--- src/rtl/refill_burst_collector.sv ---
// Cache-refill front end: turns a line miss into one AXI INCR read burst,
// packs the returned beats into a cache line and strobes it into the return buffer.
module refill_burst_collector #(
  parameter int LINE_WIDTH = 128,
  parameter int BEAT_WIDTH = 32,
  parameter int ADDR_WIDTH = 32
) (
  input  logic                  clk,
  input  logic                  rst,
  input  logic                  req_valid,
  output logic                  req_ready,
  input  logic [ADDR_WIDTH-1:0] req_addr,
  output logic                  ar_valid,
  input  logic                  ar_ready,
  output logic [ADDR_WIDTH-1:0] ar_addr,
  output logic [7:0]            ar_len,
  output logic [2:0]            ar_size,
  output logic [1:0]            ar_burst,
  input  logic                  r_valid,
  output logic                  r_ready,
  input  logic [BEAT_WIDTH-1:0] r_data,
  input  logic                  r_last,
  input  logic [1:0]            r_resp,
  output logic                  line_we,
  output logic [LINE_WIDTH-1:0] line_data,
  output logic                  line_err,
  output logic [2:0]            dbg_state
);

  localparam int BEATS      = LINE_WIDTH / BEAT_WIDTH;
  localparam int CNT_W      = $clog2(BEATS);
  localparam int LINE_BYTES = LINE_WIDTH / 8;
  localparam logic [CNT_W-1:0]      LAST_CNT  = CNT_W'(BEATS - 1);
  localparam logic [ADDR_WIDTH-1:0] ADDR_MASK = ~(ADDR_WIDTH'(LINE_BYTES - 1));

  typedef enum logic [2:0] {
    S_IDLE  = 3'd0,
    S_AR    = 3'd1,
    S_RECV  = 3'd2,
    S_DRAIN = 3'd3,
    S_DONE  = 3'd4
  } state_e;

  state_e                  state_q, state_d;
  logic [CNT_W-1:0]        beat_cnt_q, beat_cnt_d;
  logic [ADDR_WIDTH-1:0]   ar_addr_q, ar_addr_d;
  logic [LINE_WIDTH-1:0]   line_data_q, line_data_d;
  logic                    line_err_q, line_err_d;

  // Handshakes: a transfer happens on a rising edge where valid and ready are both 1;
  // ready/valid outputs here are pure functions of the state register.
  assign req_ready = (state_q == S_IDLE);
  assign ar_valid  = (state_q == S_AR);
  assign r_ready   = (state_q == S_RECV) || (state_q == S_DRAIN);
  assign line_we   = (state_q == S_DONE);

  assign ar_addr   = ar_addr_q;
  assign ar_len    = 8'(BEATS - 1);
  assign ar_size   = 3'($clog2(BEAT_WIDTH / 8));
  assign ar_burst  = 2'b01;
  assign line_data = line_data_q;
  assign line_err  = line_err_q;
  assign dbg_state = state_q;

  always_comb begin
    state_d     = state_q;
    beat_cnt_d  = beat_cnt_q;
    ar_addr_d   = ar_addr_q;
    line_data_d = line_data_q;
    line_err_d  = line_err_q;
    case (state_q)
      S_IDLE: begin
        if (req_valid) begin
          ar_addr_d  = req_addr & ADDR_MASK;
          line_err_d = 1'b0;
          beat_cnt_d = '0;
          state_d    = S_AR;
        end
      end
      S_AR: begin
        if (ar_ready) state_d = S_RECV;
      end
      S_RECV: begin
        if (r_valid) begin
          for (int b = 0; b < BEATS; b++) begin
            if (beat_cnt_q == CNT_W'(b)) line_data_d[b*BEAT_WIDTH +: BEAT_WIDTH] = r_data;
          end
          if (r_resp != 2'b00) line_err_d = 1'b1;
          if (r_last) begin
            // Short burst leaves the unfilled slots holding the previous line's data.
            if (beat_cnt_q != LAST_CNT) line_err_d = 1'b1;
            state_d = S_DONE;
          end else if (beat_cnt_q == LAST_CNT) begin
            line_err_d = 1'b1;
            state_d    = S_DRAIN;
          end else begin
            beat_cnt_d = beat_cnt_q + CNT_W'(1);
          end
        end
      end
      S_DRAIN: begin
        if (r_valid && r_last) state_d = S_DONE;
      end
      S_DONE: begin
        state_d = S_IDLE;
      end
      default: state_d = S_IDLE;
    endcase
  end

  always_ff @(posedge clk or negedge rst) begin
    if (!rst) begin
      state_q     <= S_IDLE;
      beat_cnt_q  <= '0;
      ar_addr_q   <= '0;
      line_data_q <= '0;
      line_err_q  <= 1'b0;
    end else begin
      state_q     <= state_d;
      beat_cnt_q  <= beat_cnt_d;
      ar_addr_q   <= ar_addr_d;
      line_data_q <= line_data_d;
      line_err_q  <= line_err_d;
    end
  end

endmodule
--- config.mk ---
export PLATFORM = sky130hd
export DESIGN_NAME = refill_burst_collector
export DESIGN_NICKNAME = d
export VERILOG_FILES = /design/src/rtl/refill_burst_collector.sv
export SDC_FILE = /design/constraint.sdc
export NUM_CORES = 1
export LEC_CHECK = 0
export CAP_MARGIN = 40
export CORE_MARGIN = 1.5
export CORE_UTILIZATION = 44
export DETAILED_ROUTE_END_ITERATION = 12
export GPL_TIMING_DRIVEN = 0
export PLACE_DENSITY = 0.82
export SYNTH_ARGS = -nofsm -noshare
export SYNTH_HDL_FRONTEND = slang
export SYNTH_SLANG_ARGS = --single-unit
--- constraint.sdc ---
create_clock -name clk -period 2 [get_ports clk]
set_input_delay 0.3 -clock clk [delete_from_list [all_inputs] [get_ports clk]]
set_output_delay 0.3 -clock clk [all_outputs]
set_load 0.05 [all_outputs]
## After elaboration in Yosys (flattened, before gate mapping)

Cells that the tools add are included.

- $add $sub $neg: 1
- Multiply operators: 0
- Div/mod/pow operators: 0
- Order comparisons: 0
- Equal/unequal tests: 15
- Shifts and indexed selects: 0
- Muxes and demuxes: 19
- Bitwise logic cells: 0
- Reductions and logical operators: 14

Operators with widths:

| operator | count |
|---|---|
| 3-bit two-way mux | 6 |
| 3-bit AND reduction | 5 |
| 3-bit one-hot mux with 4 select lines | 1 |
| 2-bit != test, second input constant | 5 |
| 5-bit AND reduction | 2 |
| 2-bit two-way mux | 4 |
| 3-bit by 2-bit equality test with 1-bit output, second input constant | 2 |
| 1-bit two-way mux | 6 |
| 2-bit equality test, second input constant | 2 |
| 2-bit by 1-bit != test with 1-bit output, second input constant | 2 |
| 2-bit one-hot mux with 2 select lines | 1 |
| 2-bit nonzero test | 2 |
| 3-bit by 1-bit equality test with 1-bit output, second input constant | 1 |
| 3-bit equality test, second input constant | 1 |
| 3-bit zero test | 1 |
| 3-bit by 2-bit != test with 1-bit output, second input constant | 1 |
| 2-bit by 1-bit adder with 2-bit output, second input constant | 1 |
| 2-bit by 1-bit equality test with 1-bit output, second input constant | 1 |
| 2-bit zero test | 1 |
| 1-bit one-hot mux with 2 select lines | 1 |
| 2-bit AND reduction | 1 |
| 1-bit logical AND | 1 |
| 1-bit logical OR | 1 |

- Flip-flop bits (word level): 162
- Latch bits: 0
- Bits in writable memories: 0
- Bits in read-only memories: 0
- Bits of input ports: 72
- Output and inout bits: 181
- Memories: 0

## Longest topological paths before layout

Gate-level depths: netlist of the first run.

- Depth after elaboration: 6
- Mapped depth: 5
- Depth with buffers taken out: 5

## Least setup slack after synthesis of the first run

No wires, ideal clock.

- Kind: register to output
- Start: register state_q[2] (netlist: dbg_state[2])
- End: output port line_we
- Arrival time: 2.050 ns
- Data required time: 1.700 ns
- Path slack: -0.350 ns
- Stages on the path, launching flop included: 3
- Buffers on the path: 1
- Cell sequence: dfrtp_1 buf_2 nor3b_1

- Longest elaborated chain between the ends: 1

RTL lines:

| element | line | source |
|---|---|---|
| start, declared | 44 | `state_e state_q, state_d;` |
| start signal, assigned | 119 | `state_q <= state_d;` |
| 3-bit equality test | 55 | `assign line_we = (state_q == S_DONE);` |
| end, declared | 24 | `output logic line_we,` |

Every way passes these cells.

## Final worst setup path of the first run

- Start: register line_data_q[102] (netlist: line_data[102])
- End: output port line_data[102]

RTL lines:

| element | line | source |
|---|---|---|
| start, declared | 47 | `logic [LINE_WIDTH-1:0] line_data_q, line_data_d;` |
| start signal, assigned | 122 | `line_data_q <= line_data_d;` |
| end, declared | 25 | `output logic [LINE_WIDTH-1:0] line_data,` |

No word-level cell between the ends.

==> results of run 1 <==
-- timing repair --
action                     CTS  global route
hold buffers                 1             0
gates resized for setup     15             4
hold endpoints to repair    82             0
setup endpoints to repair    4             3
-- routing by layer --
metal,global-route usage,vias to the layer above,wire length [um],share of wire
li1,-,1897,-,-
met1,0.238,2094,6470,0.41
met2,0.340,155,7890,0.51
met3,0.0612,23,955,0.061
met4,0.0798,0,296,0.019
met5,0,-,0,0
-- power by group through the flow --
stage | logic, mW | registers, mW | clock network [mW]
3_3_place_gp | 9.74 | 5.24 | 0
5_1_grt | 10.2 | 5.43 | 3.36
6_report | 9.84 | 5.27 | 3.17
3_5_place_dp | 9.89 | 5.32 | 0
2_1_floorplan | 2.24 | 9.58 | 0
4_1_cts | 9.91 | 5.28 | 3.22
-- cells by family (layout without fill, tap and decap cells) --
| logic type | after synthesis | after routing | synth area share |
|---|---|---|---|
| and+or+nand+nor | 20 | 20 | 0.0212 |
| muxes | 156 | 156 | 0.301 |
| buffers and inverters | 41 | 303 | 0.0477 |
| DFF | 162 | 162 | 0.607 |
| other | 2 | 17 | 0.00112 |
| adders and majority gates | 4 | 4 | 0.00749 |
| AOI/OAI and AO/OA | 12 | 12 | 0.0135 |
| xor gates and xnor gates | 1 | 1 | 0.00131 |
-- sequential cells by signal, indices dropped and copies added (netlist names) --
register and flops:
line_data 128, beat_cnt_q 2, line_err 1, ar_addr 28
dbg_state 3
-- cell type report --
class                           count  area, um^2
Fill cell                        1020        4810
Inverter                            5        18.8
Buffer                             36         302
Timing Repair Buffer              232        2340
Clock buffer                       22         464
Sequential cell                   162        4050
Multi-Input combinational cell    210        2380
Clock inverter                      8         103
Tap cell                          184         230
-- through the flow --
stage	worst slack (ns)	setup TNS (ns)	hold slack (ns)	util	power, mW
6_report	0.0388	0	0.280	0.673	18.3
5_1_grt	0.00248	0	0.284	0.673	19.0
4_1_cts	0.00187	0	0.261	0.673	18.4
3_5_place_dp	-0.0764	-0.631	0.429	0.634	15.2
3_3_place_gp	-5.56	-899.49	0.487	0.632	15.0
2_1_floorplan	0.120	0	0.00441	-	11.8
-- cells in the mapped netlist, drive strengths merged, types with 2 or more instances --
library cell,number
a211o,2
a21oi,3
buf,34
clkbuf,2
conb,2
dfrtp,162
ha,4
inv,5
mux2,156
nand2,8
nor2,2
nor3,3
o31ai,2
-- final timing paths --
check	endpoint	slack (ns)	cells past startpoint
setup / recovery	line_data[102]	0.04	1
hold / removal	dbg_state[2]	0.28	2
setup reg to reg	ar_addr[29]	0.15	5
hold reg to reg	line_data[85]	0.50	1
max in group asynchronous	line_data[97]	0.64	3
min in group asynchronous	line_data[49]	0.52	2
==> flow_summary.html, run 1 <==
<table>
<tr><th>Metric</th><th>Value</th></tr>
<tr><th colspan="2">Run status</th></tr>
<tr><td>Status</td><td>complete, no violations</td></tr>
<tr><th colspan="2">Pwr</th></tr>
<tr><td>Logic gate share of total power</td><td>0.538</td></tr>
<tr><td>Clk pwr share</td><td>0.173</td></tr>
<tr><td>Part of the total power dissipated in sequential elements</td><td>0.288</td></tr>
<tr><td>Net Sw Frac</td><td>0.444</td></tr>
<tr><td>Static Leak</td><td>4.75 nW</td></tr>
<tr><td>Switching power</td><td>roughly 8 mW</td></tr>
<tr><td>Power density over the cells</td><td>1850 nW/um^2</td></tr>
<tr><td>Maximum vdd drop</td><td>1020 uV</td></tr>
<tr><td>Int Pwr</td><td>10.2 mW</td></tr>
<tr><th colspan="2">Timing</th></tr>
<tr><td>Worst-case clock skew</td><td>0.00864 ns</td></tr>
<tr><td>Minimum period implied by the final worst setup slack</td><td>~2.0 ns</td></tr>
<tr><td>Unrepaired setup endpoints after global routing</td><td>no</td></tr>
<tr><td>Max Fclk</td><td>510 MHz</td></tr>
<tr><td>Relative slew margins</td><td>0.457</td></tr>
<tr><td>Number of failing hold endpoints at the final stage</td><td>0</td></tr>
<tr><td>Worst-Margin Slew</td><td>0.814 ns</td></tr>
<tr><td>Setup Viol. Count Final</td><td>0</td></tr>
<tr><td>Final worst path period share</td><td>0.981</td></tr>
<tr><td>Count of pins over their slew limit</td><td>0</td></tr>
<tr><th colspan="2">Synth</th></tr>
<tr><td>Post-synthesis cell type with the largest combined area</td><td>sky130_fd_sc_hd__dfrtp_1</td></tr>
<tr><td>Unique masters post-synth</td><td>31</td></tr>
<tr><td>Synth Flop Type</td><td>sky130_fd_sc_hd__dfrtp_1</td></tr>
<tr><td>Netlist area before placement</td><td>~6700 um^2</td></tr>
<tr><td>Number of synthesized flops with an enable pin</td><td>0</td></tr>
<tr><td>Sequential element share of the synthesized area</td><td>0.607</td></tr>
<tr><td>Post-synthesis area per instance</td><td>16.8 um^2</td></tr>
<tr><td>Synth area leaders</td><td>sky130_fd_sc_hd__dfrtp_1 61%, sky130_fd_sc_hd__mux2_4 15%, sky130_fd_sc_hd__mux2_2 15%</td></tr>
<tr><td>Fraction of synthesis flops using an asynchronous set or reset pin</td><td>1.00</td></tr>
<tr><td>Number of warnings issued by yosys</td><td>0</td></tr>
<tr><td>Post-synth top area share</td><td>0.607</td></tr>
<tr><td>Number of cells produced by synthesis</td><td>398</td></tr>
<tr><td>Synthesized flop and latch total</td><td>162</td></tr>
<tr><th colspan="2">Floorplanning</th></tr>
<tr><td>Horizontal extent of the die</td><td>126 um</td></tr>
<tr><td>Initial core utilization</td><td>0.455</td></tr>
<tr><td>Area of the die</td><td>15,900 um^2</td></tr>
<tr><td>Std-Cell Rows</td><td>44</td></tr>
<tr><td>Core Footprint</td><td>14,700 um^2</td></tr>
<tr><td>Vertical die dimension</td><td>126 um</td></tr>
<tr><td>Number of placed I/O pins</td><td>253</td></tr>
<tr><th colspan="2">Global route</th></tr>
<tr><td>First-pass GRT wire length</td><td>24,600 um</td></tr>
<tr><td>Maximum number of pins on one net before global-route repair</td><td>around 90</td></tr>
<tr><td>GRT Residual Overflow</td><td>0</td></tr>
<tr><td>Number of global-route vias before repair</td><td>4,535</td></tr>
<tr><td>Overall global routing resource usage</td><td>0.200</td></tr>
<tr><td>Antenna violations before repair</td><td>0</td></tr>
<tr><th colspan="2">Critical path</th></tr>
<tr><td>Critical Path AT</td><td>1.66 ns</td></tr>
<tr><td>Critical-path cell with the highest stage delay</td><td>sky130_fd_sc_hd__clkdlybuf4s50_1</td></tr>
<tr><td>Critical path fanouts, max</td><td>2</td></tr>
<tr><td>Critical Path Source</td><td>line_data[102]</td></tr>
<tr><td>Critical path, cell by cell</td><td>clkdlybuf4s50_1</td></tr>
<tr><td>CP Capture Type</td><td>output pin</td></tr>
<tr><td>Largest incremental delay on the critical path</td><td>0.86 ns</td></tr>
<tr><td>CP startpoint kind</td><td>flip-flop</td></tr>
<tr><td>Category of the critical setup timing path</td><td>reg -&gt; out</td></tr>
<tr><td>Family of cells with the greatest summed delay on the critical path</td><td>buffers and inverters</td></tr>
<tr><td>Launching point of the worst reg2reg path</td><td>dbg_state[2]</td></tr>
<tr><td>Count of buffering cells on the critical path with inverters included</td><td>1</td></tr>
<tr><td>Required @ worst endpoint</td><td>roughly 1.7 ns</td></tr>
<tr><th colspan="2">Finish</th></tr>
<tr><td>Commonest cells after routing, fill and taps aside</td><td>224 x sky130_fd_sc_hd__clkdlybuf4s50_1, 162 x sky130_fd_sc_hd__dfrtp_1, 88 x sky130_fd_sc_hd__mux2_2</td></tr>
<tr><td>Area growth from synthesis to layout</td><td>48.0%</td></tr>
<tr><td>Share of cells above drive strength 1</td><td>0.345</td></tr>
<tr><td>Post-route cell area</td><td>9890 um^2</td></tr>
<tr><td>Most common cell after layout, fill and taps aside</td><td>sky130_fd_sc_hd__clkdlybuf4s50_1</td></tr>
<tr><td>Layout Nets</td><td>740</td></tr>
<tr><td>Final standard cell count with taps included and fillers excluded</td><td>roughly 860</td></tr>
<tr><td>Final antenna diode count</td><td>0</td></tr>
<tr><th colspan="2">Placed design</th></tr>
<tr><td>Count of placed standard cells including taps</td><td>828</td></tr>
<tr><td>Post-detail-place hpwl</td><td>11,200 um</td></tr>
<tr><td>Total placed instance area</td><td>approximately 9300 um^2</td></tr>
<tr><td>Global placement routability congestion</td><td>0.734</td></tr>
<tr><td>Count of port buffers added during placement</td><td>230</td></tr>
<tr><th colspan="2">Job</th></tr>
<tr><td>Max-capacitance violation count</td><td>0</td></tr>
<tr><th colspan="2">Clock network</th></tr>
<tr><td>Level count of the clock H-tree</td><td>4</td></tr>
<tr><td>Buffer depth of the longest clock path</td><td>2</td></tr>
<tr><td>Worst skew pair latency</td><td>roughly 0.42 ns</td></tr>
<tr><td>Clk sink count</td><td>162</td></tr>
<tr><td>CTS tree</td><td>built</td></tr>
<tr><td>Number of setup buffers added after CTS</td><td>0</td></tr>
<tr><td>Clock-pin slew reported for the worst setup and hold paths after clock tree synthesis</td><td>0.06 ns</td></tr>
<tr><td>Number of clock buffers inserted by TritonCTS</td><td>17</td></tr>
<tr><td>Root Buffer</td><td>sky130_fd_sc_hd__clkbuf_16</td></tr>
<tr><th colspan="2">Detailed routing</th></tr>
<tr><td>First-pass detailed-route iteration total</td><td>4</td></tr>
<tr><td>Via density</td><td>about 4.9</td></tr>
<tr><td>Wirelength per Cell</td><td>18.2 um</td></tr>
<tr><td>Routed WL</td><td>15,600 um</td></tr>
<tr><td>Final routed DRC violation total</td><td>0</td></tr>
<tr><td>Violation count after the first detailed-routing iteration</td><td>121</td></tr>
<tr><td>Remaining antenna violation count</td><td>0</td></tr>
<tr><td>Via count</td><td>4,169</td></tr>
<tr><th colspan="2">Min path</th></tr>
<tr><td>Origin of the worst min-delay path</td><td>r_last</td></tr>
<tr><td>Path class of the lowest-slack min-delay path</td><td>in -&gt; reg</td></tr>
</table>
No activity file was read; power rests on OpenSTA's default activity.
==> run 2, diff against run 1 <==
- GPL_ROUTABILITY_DRIVEN: default -> 0
==> results of run 2 <==
Final layout, timing and power as in run 1 (identical DEF).
==> run 3, diff against run 2 <==
- PLACE_DENSITY: 0.82 -> 0.91
==> run 3 against run 2 <==
  * Sequential power is essentially flat
  * Wire length grew 1.8%
  * Combinational power is essentially flat
  * Highest routed layer unchanged
==> flow_summary.html, run 3 (synthesized netlist as in run 1, its figures left out) <==
<table>
<tr><th>Metric</th><th>Value</th></tr>
<tr><th colspan="2">Critical path</th></tr>
<tr><td>Category of the critical setup timing path</td><td>reg -&gt; out</td></tr>
<tr><td>Critical path fanouts, max</td><td>2</td></tr>
<tr><td>Critical-path cell with the highest stage delay</td><td>sky130_fd_sc_hd__clkdlybuf4s50_1</td></tr>
<tr><td>Family of cells with the greatest summed delay on the critical path</td><td>buffers and inverters</td></tr>
<tr><td>Largest incremental delay on the critical path</td><td>0.85 ns</td></tr>
<tr><td>CP startpoint kind</td><td>flip-flop</td></tr>
<tr><td>Critical path, cell by cell</td><td>clkdlybuf4s50_1</td></tr>
<tr><td>Count of buffering cells on the critical path with inverters included</td><td>1</td></tr>
<tr><td>Register-to-register setup slack</td><td>approximately 0.2 ns</td></tr>
<tr><td>Required @ worst endpoint</td><td>1.70 ns</td></tr>
<tr><td>Critical Path AT</td><td>1.63 ns</td></tr>
<tr><td>CP Capture Type</td><td>output pin</td></tr>
<tr><th colspan="2">Clock network</th></tr>
<tr><td>Level count of the clock H-tree</td><td>4</td></tr>
<tr><td>Worst skew pair latency</td><td>0.42 ns</td></tr>
<tr><td>Buffer depth of the longest clock path</td><td>2</td></tr>
<tr><td>Number of setup buffers added after CTS</td><td>0</td></tr>
<tr><td>Number of clock buffers inserted by TritonCTS</td><td>17</td></tr>
<tr><td>Clk sink count</td><td>about 160</td></tr>
<tr><td>CTS tree</td><td>built</td></tr>
<tr><td>Root Buffer</td><td>sky130_fd_sc_hd__clkbuf_16</td></tr>
<tr><td>Clock-pin slew reported for the worst setup and hold paths after clock tree synthesis</td><td>0.06 ns</td></tr>
<tr><th colspan="2">Detailed routing</th></tr>
<tr><td>Remaining antenna violation count</td><td>0</td></tr>
<tr><td>Violation count after the first detailed-routing iteration</td><td>132</td></tr>
<tr><td>Via count</td><td>around 4,200</td></tr>
<tr><td>First-pass detailed-route iteration total</td><td>4</td></tr>
<tr><td>Final routed DRC violation total</td><td>0</td></tr>
<tr><td>Routed WL</td><td>15,900 um</td></tr>
<tr><td>Via density</td><td>4.91</td></tr>
<tr><td>Wirelength per Cell</td><td>18.5 um</td></tr>
<tr><th colspan="2">Pwr</th></tr>
<tr><td>Maximum vdd drop</td><td>1100 uV</td></tr>
<tr><td>Clk pwr share</td><td>0.171</td></tr>
<tr><td>Logic gate share of total power</td><td>0.539</td></tr>
<tr><td>Int Pwr</td><td>10.1 mW</td></tr>
<tr><td>Power density over the cells</td><td>between 1500 and 2000 nW/um^2</td></tr>
<tr><td>Part of the total power dissipated in sequential elements</td><td>0.289</td></tr>
<tr><td>Switching power</td><td>8.11 mW</td></tr>
<tr><td>Static Leak</td><td>4.73 nW</td></tr>
<tr><td>Net Sw Frac</td><td>0.445</td></tr>
<tr><th colspan="2">Floorplanning</th></tr>
<tr><td>Horizontal extent of the die</td><td>approximately 130 um</td></tr>
<tr><td>Initial core utilization</td><td>0.455</td></tr>
<tr><td>Core Footprint</td><td>14,700 um^2</td></tr>
<tr><td>Number of placed I/O pins</td><td>253</td></tr>
<tr><td>Area of the die</td><td>15,900 um^2</td></tr>
<tr><td>Std-Cell Rows</td><td>44</td></tr>
<tr><td>Vertical die dimension</td><td>126 um</td></tr>
<tr><th colspan="2">Timing</th></tr>
<tr><td>Unrepaired setup endpoints after global routing</td><td>no</td></tr>
<tr><td>Final worst path period share</td><td>0.963</td></tr>
<tr><td>Relative slew margins</td><td>0.533</td></tr>
<tr><td>Worst-case clock skew</td><td>around 0.011 ns</td></tr>
<tr><td>Tightest hold margin</td><td>0.295 ns</td></tr>
<tr><td>Minimum period implied by the final worst setup slack</td><td>1.93 ns</td></tr>
<tr><td>Max Fclk</td><td>519 MHz</td></tr>
<tr><td>Number of failing hold endpoints at the final stage</td><td>0</td></tr>
<tr><td>Worst-Margin Slew</td><td>0.700 ns</td></tr>
<tr><td>Count of pins over their slew limit</td><td>0</td></tr>
<tr><td>Setup Viol. Count Final</td><td>0</td></tr>
<tr><th colspan="2">Finish</th></tr>
<tr><td>Commonest cells after routing, fill and taps aside</td><td>224 x sky130_fd_sc_hd__clkdlybuf4s50_1, 162 x sky130_fd_sc_hd__dfrtp_1, 88 x sky130_fd_sc_hd__mux2_2</td></tr>
<tr><td>Post-layout utilization of the core</td><td>0.672</td></tr>
<tr><td>Final antenna diode count</td><td>0</td></tr>
<tr><td>Multi-input combinational cell area</td><td>roughly 2400 um^2</td></tr>
<tr><td>Flip-flop count of the largest register after layout</td><td>128</td></tr>
<tr><td>Final standard cell count with taps included and fillers excluded</td><td>860</td></tr>
<tr><td>Area growth from synthesis to layout</td><td>47.7%</td></tr>
<tr><td>Sequential cell area</td><td>4050 um^2</td></tr>
<tr><td>Most common cell after layout, fill and taps aside</td><td>sky130_fd_sc_hd__clkdlybuf4s50_1</td></tr>
<tr><td>Share of cells above drive strength 1</td><td>0.345</td></tr>
<tr><td>Layout Nets</td><td>740</td></tr>
<tr><td>Fillers</td><td>997</td></tr>
<tr><th colspan="2">Global route</th></tr>
<tr><td>First-pass GRT wire length</td><td>25,700 um</td></tr>
<tr><td>Maximum number of pins on one net before global-route repair</td><td>89</td></tr>
<tr><td>Overall global routing resource usage</td><td>0.208</td></tr>
<tr><td>Number of global-route vias before repair</td><td>4,647</td></tr>
<tr><td>GRT Residual Overflow</td><td>0</td></tr>
<tr><td>Antenna violations before repair</td><td>0</td></tr>
<tr><th colspan="2">Job</th></tr>
<tr><td>Max-capacitance violation count</td><td>0</td></tr>
<tr><th colspan="2">Placed design</th></tr>
<tr><td>Count of port buffers added during placement</td><td>230</td></tr>
<tr><td>Post-detail-place hpwl</td><td>~12,000 um</td></tr>
<tr><td>Count of placed standard cells including taps</td><td>~830</td></tr>
<tr><th colspan="2">Run status</th></tr>
<tr><td>Status</td><td>complete, no violations</td></tr>
<tr><th colspan="2">Min path</th></tr>
<tr><td>Path class of the lowest-slack min-delay path</td><td>in -&gt; reg</td></tr>
</table>
==> run 3: stage by stage <==
step | worst slack, ns | TNS, ns | power [mW] | cell area [um^2]
floorplan | 0.120 | 0 | 11.8 | 6750
global placement | -5.47 | -885.09 | 15.0 | 9290
detailed placement | -0.0474 | -0.413 | 15.2 | 9320
CTS | 0.00248 | 0 | 18.4 | 9880
global route | 0.0207 | 0 | 18.9 | 9870
finish | 0.0737 | 0 | 18.2 | 9870
==> run 3: path summary, 6_finish.rpt <==
kind                                     from             end  cells past startpoint
worst max-delay path            line_data[71]   line_data[71]                      1
worst min-delay path                   r_last    dbg_state[2]                      2
worst max register to register   dbg_state[1]     ar_addr[24]                      5
worst min register to register  line_data[34]   line_data[34]                      1
max in group asynchronous                 rst   beat_cnt_q[1]                      3
min in group asynchronous                 rst  line_data[112]                      2
==> run 3: area by class of cell <==
cell class / count / share of cell area
Buffer: 36 / 0.0305
Clock buffer: 22 / 0.0460
Clock inverter: 9 / 0.0108
Inverter: 5 / 0.00190
Multi-Input combinational cell: 210 / 0.241
Sequential cell: 162 / 0.411
Tap cell: 184 / 0.0233
Timing Repair Buffer: 232 / 0.236
==> run 3: routing by layer <==
layer / part of all wire / up-vias / GRT usage
li1: - / 1887 / -
met1: 0.41 / 2097 / 0.248
met2: 0.49 / 190 / 0.339
met3: 0.069 / 49 / 0.0671
met4: 0.038 / 0 / 0.108
met5: 0 / - / 0
==> run 3: power by group through the flow <==
stage	registers, mW	logic (mW)	clock network (mW)
4_1_cts	5.29	9.90	3.19
5_1_grt	5.44	10.2	3.33
6_report	5.27	9.83	3.12
3_5_place_dp	5.33	9.89	0
2_1_floorplan	9.58	2.24	0
3_3_place_gp	5.23	9.73	0
==> run 3: repair_timing <==
item | in CTS | in global routing
hold endpoints to repair | 74 | 0
gates resized for setup | 16 | 3
hold buffers | 1 | 0
setup endpoints to repair | 5 | 3
